`src/rtl/counting_signals_window.sv`:
```
// Windowed population counter: per-sample bit count summed over WINDOW samples.
// Results are held on a valid/ready port until the consumer takes them.
module counting_signals_window #(
    parameter int WIDTH  = 8,
    parameter int WINDOW = 4
) (
    input  logic                              clk,
    input  logic                              rst,
    input  logic                              switch,
    input  logic                              mode,
    input  logic                              flush,
    input  logic                              in_valid,
    input  logic [WIDTH-1:0]                  in_data,
    output logic                              in_ready,
    output logic                              out_valid,
    input  logic                              out_ready,
    output logic [$clog2(WIDTH*WINDOW+1)-1:0] out_count,
    output logic [$clog2(WINDOW+1)-1:0]       out_samples,
    output logic [$clog2(WIDTH+1)-1:0]        last_pop
);

    localparam int POP_W = $clog2(WIDTH + 1);
    localparam int SUM_W = $clog2(WIDTH * WINDOW + 1);
    localparam int NS_W  = $clog2(WINDOW + 1);

    typedef enum logic {
        ACCUM = 1'b0,
        HOLD  = 1'b1
    } state_t;

    state_t             state_q, state_n;
    logic [SUM_W-1:0]   sum_q, sum_n;
    logic [NS_W-1:0]    nsamp_q, nsamp_n;
    logic [POP_W-1:0]   last_pop_q, last_pop_n;
    logic [SUM_W-1:0]   out_count_q, out_count_n;
    logic [NS_W-1:0]    out_samples_q, out_samples_n;

    logic [POP_W-1:0]   pop;
    logic [SUM_W-1:0]   sum_inc;
    logic [NS_W-1:0]    nsamp_inc;
    logic               acc;
    logic               win_full;

    assign in_ready    = switch && (state_q == ACCUM) && !rst;
    assign acc         = in_valid && in_ready;
    assign out_valid   = (state_q == HOLD);
    assign out_count   = out_count_q;
    assign out_samples = out_samples_q;
    assign last_pop    = last_pop_q;

    assign sum_inc   = sum_q + SUM_W'(pop);
    assign nsamp_inc = nsamp_q + NS_W'(1);
    assign win_full  = (nsamp_inc == NS_W'(WINDOW));

    // Count ones, or zeros when mode is set, by inverting each bit.
    always_comb begin
        pop = '0;
        for (int i = 0; i < WIDTH; i++) begin
            pop = pop + POP_W'(in_data[i] ^ mode);
        end
    end

    // Next-state: accumulate, close a window on fill or flush, drain on handshake.
    always_comb begin
        state_n       = state_q;
        sum_n         = sum_q;
        nsamp_n       = nsamp_q;
        last_pop_n    = last_pop_q;
        out_count_n   = out_count_q;
        out_samples_n = out_samples_q;
        unique case (state_q)
            ACCUM: begin
                if (acc) begin
                    last_pop_n = pop;
                    if (win_full || flush) begin
                        out_count_n   = sum_inc;
                        out_samples_n = nsamp_inc;
                        sum_n         = '0;
                        nsamp_n       = '0;
                        state_n       = HOLD;
                    end else begin
                        sum_n   = sum_inc;
                        nsamp_n = nsamp_inc;
                    end
                end else if (flush && (nsamp_q != '0)) begin
                    out_count_n   = sum_q;
                    out_samples_n = nsamp_q;
                    sum_n         = '0;
                    nsamp_n       = '0;
                    state_n       = HOLD;
                end
            end
            HOLD: begin
                if (out_ready) begin
                    state_n = ACCUM;
                end
            end
        endcase
    end

    // State registers; reset discards any partial window or held result.
    always_ff @(posedge clk) begin
        if (rst) begin
            state_q       <= ACCUM;
            sum_q         <= '0;
            nsamp_q       <= '0;
            last_pop_q    <= '0;
            out_count_q   <= '0;
            out_samples_q <= '0;
        end else begin
            state_q       <= state_n;
            sum_q         <= sum_n;
            nsamp_q       <= nsamp_n;
            last_pop_q    <= last_pop_n;
            out_count_q   <= out_count_n;
            out_samples_q <= out_samples_n;
        end
    end

endmodule
```
`config.mk`:
```
export PLATFORM = sky130hd
export DESIGN_NAME = counting_signals_window
export DESIGN_NICKNAME = d
export VERILOG_FILES = /design/src/rtl/counting_signals_window.sv
export SDC_FILE = /design/constraint.sdc
export NUM_CORES = 1
export LEC_CHECK = 0
export CORE_MARGIN = 4
export CORE_UTILIZATION = 51
export CTS_CLUSTER_DIAMETER = 80
export DETAILED_ROUTE_END_ITERATION = 7
export PLACE_DENSITY = 0.89
export SLEW_MARGIN = 20
export SYNTH_ARGS = -nofsm -noshare
export SYNTH_HDL_FRONTEND = slang
export SYNTH_SLANG_ARGS = --single-unit
```
`constraint.sdc`:
```
create_clock -name clk -period 5.5 [get_ports clk]
set_input_delay 0.55 -clock clk [delete_from_list [all_inputs] [get_ports clk]]
set_output_delay 0.55 -clock clk [all_outputs]
set_load 0.02 [all_outputs]
```
==> flow_summary.ini <==
[die]
core_area_um2 = 2780
rows = 19
initial_utilization_pct = 53.8
io_pins = 30
die_width_um = 62.2
die-area_um2 = 3870
die_h_um = 62.2

[power]
p_comb_share_pct = 44.8
switching_share_pct = 37.8
p_per_area_nw_per_um2 = 261
clock_power_share_pct = 17.1
p_total_mw = 0.473
switching_power_mw = 0.179
p_leak_nw = 0.654
p_int_mw = 0.294
vdd_drop_max_mv = 0.229
seqPwrFrac_pct = 38.1

[finish]
regArea_um2 = 460
nNetsFinal = 224
multiInputGateArea_um2 = 942
fin_util_pct = 65.1
drive_gt1_share_pct = 9.84
fill_cells = 229
n_antenna_cell = 0
area_delta_synth_final_pct = 21.0

[timing]
period_minus_slack_ns = 4.99
final_hold_viol_count = 0
finalSetupTns_ns = 0
drv_slew = 0
rsz0062_at_grt = false
period_share_pct = 90.8
setup_viol = 0
tightest_slew_ns = 1.05
fmax_ghz = 0.200
slew_headroom_pct = 29.8
skew_ns = 0.00866

[setup_path]
crit_slowest_cell = clkdlybuf4s50_1
cp_max_fo = 5
worstPathCellList = clkdlybuf4s50_1, xor2_1, fa_1, fa_1, inv_1, fa_1, inv_1, ha_1, fa_1, inv_1, fa_1, nor2b_1, o21ai_0, a21oi_1, xnor2_1, a211oi_2
startpoint_type = input pin
cpMostUsedCell = fa_1
r2r_slack_ns = 3.49
cp.required_ns = 5.74
crit_type = input pin to register
max_stage_delay_ns = 0.59
cp.buffers_inverters = 4
arrival_ns = 5.23
critPathTopFamily = adder cells
end_kind = register

[synth]
ys_warn_count = 0
synth_top_family_by_area = simple AND/OR/NAND/NOR gates
synthAdderAreaFrac_pct = 15.0
syn_area_um2 = 1500
yosys.area_share.simple_pct = 22.1
synth.distinct_cells = 35
synthMuxAreaShare_pct = 1.34
syn-instance-count = 167
ys_seq_elements = 23
syn_nets = 197
avgSynthCellArea_um2 = 8.97
synth_compound_area_share_pct = 16.8
ys_seq_area_share_pct = 30.7
synth_xor_area_share_pct = 7.60

[detailed_routing]
drcViolationCount = 0
vias_per_cell = 5.67
wl_per_cell_um = 14.3
drt-initial-drc-count = 49
num_vias = 1271
detail-route-antenna-nets = 0
routed_wl_um = 3190
firstDrtPassIters = 4

[clocking]
cts_root_buf = clkbuf_4
hold_buffers = 0
clockBufferDepth = 2
cts_made_buffers = 3
postCtsResizedCells = 0
post-cts-setup-buffers = 0
clkLatencyLatePin_ns = 0.33
clock-sinks = 23
cts_max_level = 1
cts_tree = done
clk_pin_slew_worst_paths_ns = 0.12

[run_status]
status = finished, final reports clean

[flow_run]
maxCapViolCount = 0

[min_path]
hold_path.class = register to register

[placed_design]
dp_hpwl_um = 2420
gp_congestion = 0.872
port_buffers = 29

[grt]
grt_max_degree = 27
grt_overflow = 0
grt_pass1_vias = 1193
grt_antenna_before_repair = 0
grt_pass1_wl_um = 5160
grt_use_total_pct = 15.9
worst paths after layout:
check                            startpoint           end  cells after the start
worst max-delay path                   mode  out_count[4]                     16
worst min register to register  last_pop[3]   last_pop[3]                      2
worst min-delay path            last_pop[3]   last_pop[3]                      2
worst max register to register     sum_q[0]  out_count[4]                      8
cells in the final DEF, fill, tap and decap left out, drive strengths merged:
master / n
a211oi: 3
a21o: 1
a21oi: 14
a221oi: 1
a22oi: 1
a311oi: 6
a31oi: 2
and3: 2
and4bb: 1
buf: 1
clkbuf: 3
clkdlybuf4s50: 29
clkinv: 1
dfxtp: 23
fa: 5
ha: 10
inv: 12
mux2i: 2
nand2: 19
nand2b: 1
nand3: 6
nand4bb: 1
nor2: 26
nor2b: 2
nor3: 3
nor3b: 1
nor4: 1
o21ai: 3
xnor2: 5
xor2: 8
cells in the mapped netlist, drive strengths merged:
cell type	instances	area, um^2
buf	3	31.3
a21oi	14	70.1
clkbuf	5	18.8
a221oi	1	8.76
a211oi	3	37.5
inv	12	45.0
ha	10	125
and3	2	12.5
nor2b	2	12.5
a21o	1	7.51
xor2	8	70.1
nand3	6	30.0
mux2i	2	20.0
a31oi	2	27.5
nand2b	1	6.26
xnor2	5	43.8
a22oi	1	7.51
nor3b	1	7.51
o21ai	3	15.0
nand2	19	71.3
nor2	26	119
nand4bb	1	27.5
fa	5	100
dfxtp	23	460
and4bb	1	12.5
nor4	1	6.26
a311oi	6	77.6
nor3	3	26.3
state kept, by name, indices dropped and copies added, names as in the netlist:
register     count
out_count        6
sum_q            6
last_pop         4
nsamp_q          3
out_samples      3
out_valid        1
through the flow:
stage	hold slack, ns	area, um^2	std cells	setup WS (ns)
final	0.468	1810	224	0.506
after detailed placement	0.453	1780	220	0.168
after CTS	0.474	1810	224	0.491
after global placement	0.446	1780	220	0.364
after floorplan	0.465	1500	167	0.693
after global routing	0.501	1810	224	0.288
power groups by stage:
stage / clock network [mW] / logic, mW / registers, mW
3_5_place_dp: 0 / 0.208 / 0.184
5_1_grt: 0.0899 / 0.234 / 0.182
3_3_place_gp: 0 / 0.196 / 0.184
6_report: 0.0808 / 0.212 / 0.181
4_1_cts: 0.0816 / 0.211 / 0.181
2_1_floorplan: 0 / 0.140 / 0.192
cell type report:
type | instances | share of cell area (%)
clock buffer | 3 | 1.24
clock inverter | 1 | 0.276
inverter | 12 | 2.49
multi-input combinational | 124 | 52.0
sequential | 23 | 25.4
tap | 31 | 2.14
timing repair buffer | 30 | 16.4
per-layer routing:
| layer | GRT usage [%] | share of wire (%) | vias up |
|---|---|---|---|
| met5 | 0 | 0 | - |
| met4 | 7.05 | 2.2 | 0 |
| met2 | 28.1 | 51 | 41 |
| li1 | - | - | 623 |
| met1 | 17.8 | 42 | 599 |
| met3 | 3.96 | 4.6 | 8 |
cell families (layout without fill, tap and decap cells):
| group | after synthesis | count (layout) |
|---|---|---|
| AO/OA/AOI/OAI | 31 | 31 |
| XOR/XNOR | 13 | 13 |
| adder cells (fa/ha/maj) | 15 | 15 |
| buffers and inverters | 20 | 46 |
| flip-flops | 23 | 23 |
| multiplexers | 2 | 2 |
| AND/OR/NAND/NOR | 63 | 63 |
tightest hold or removal path, cell delays in order, from the launching register on:
cell and delay, ns:
dfxtp_1 0.33, nand2_1 0.05, a21oi_1 0.05
No activity file was read; power rests on OpenSTA's default activity.
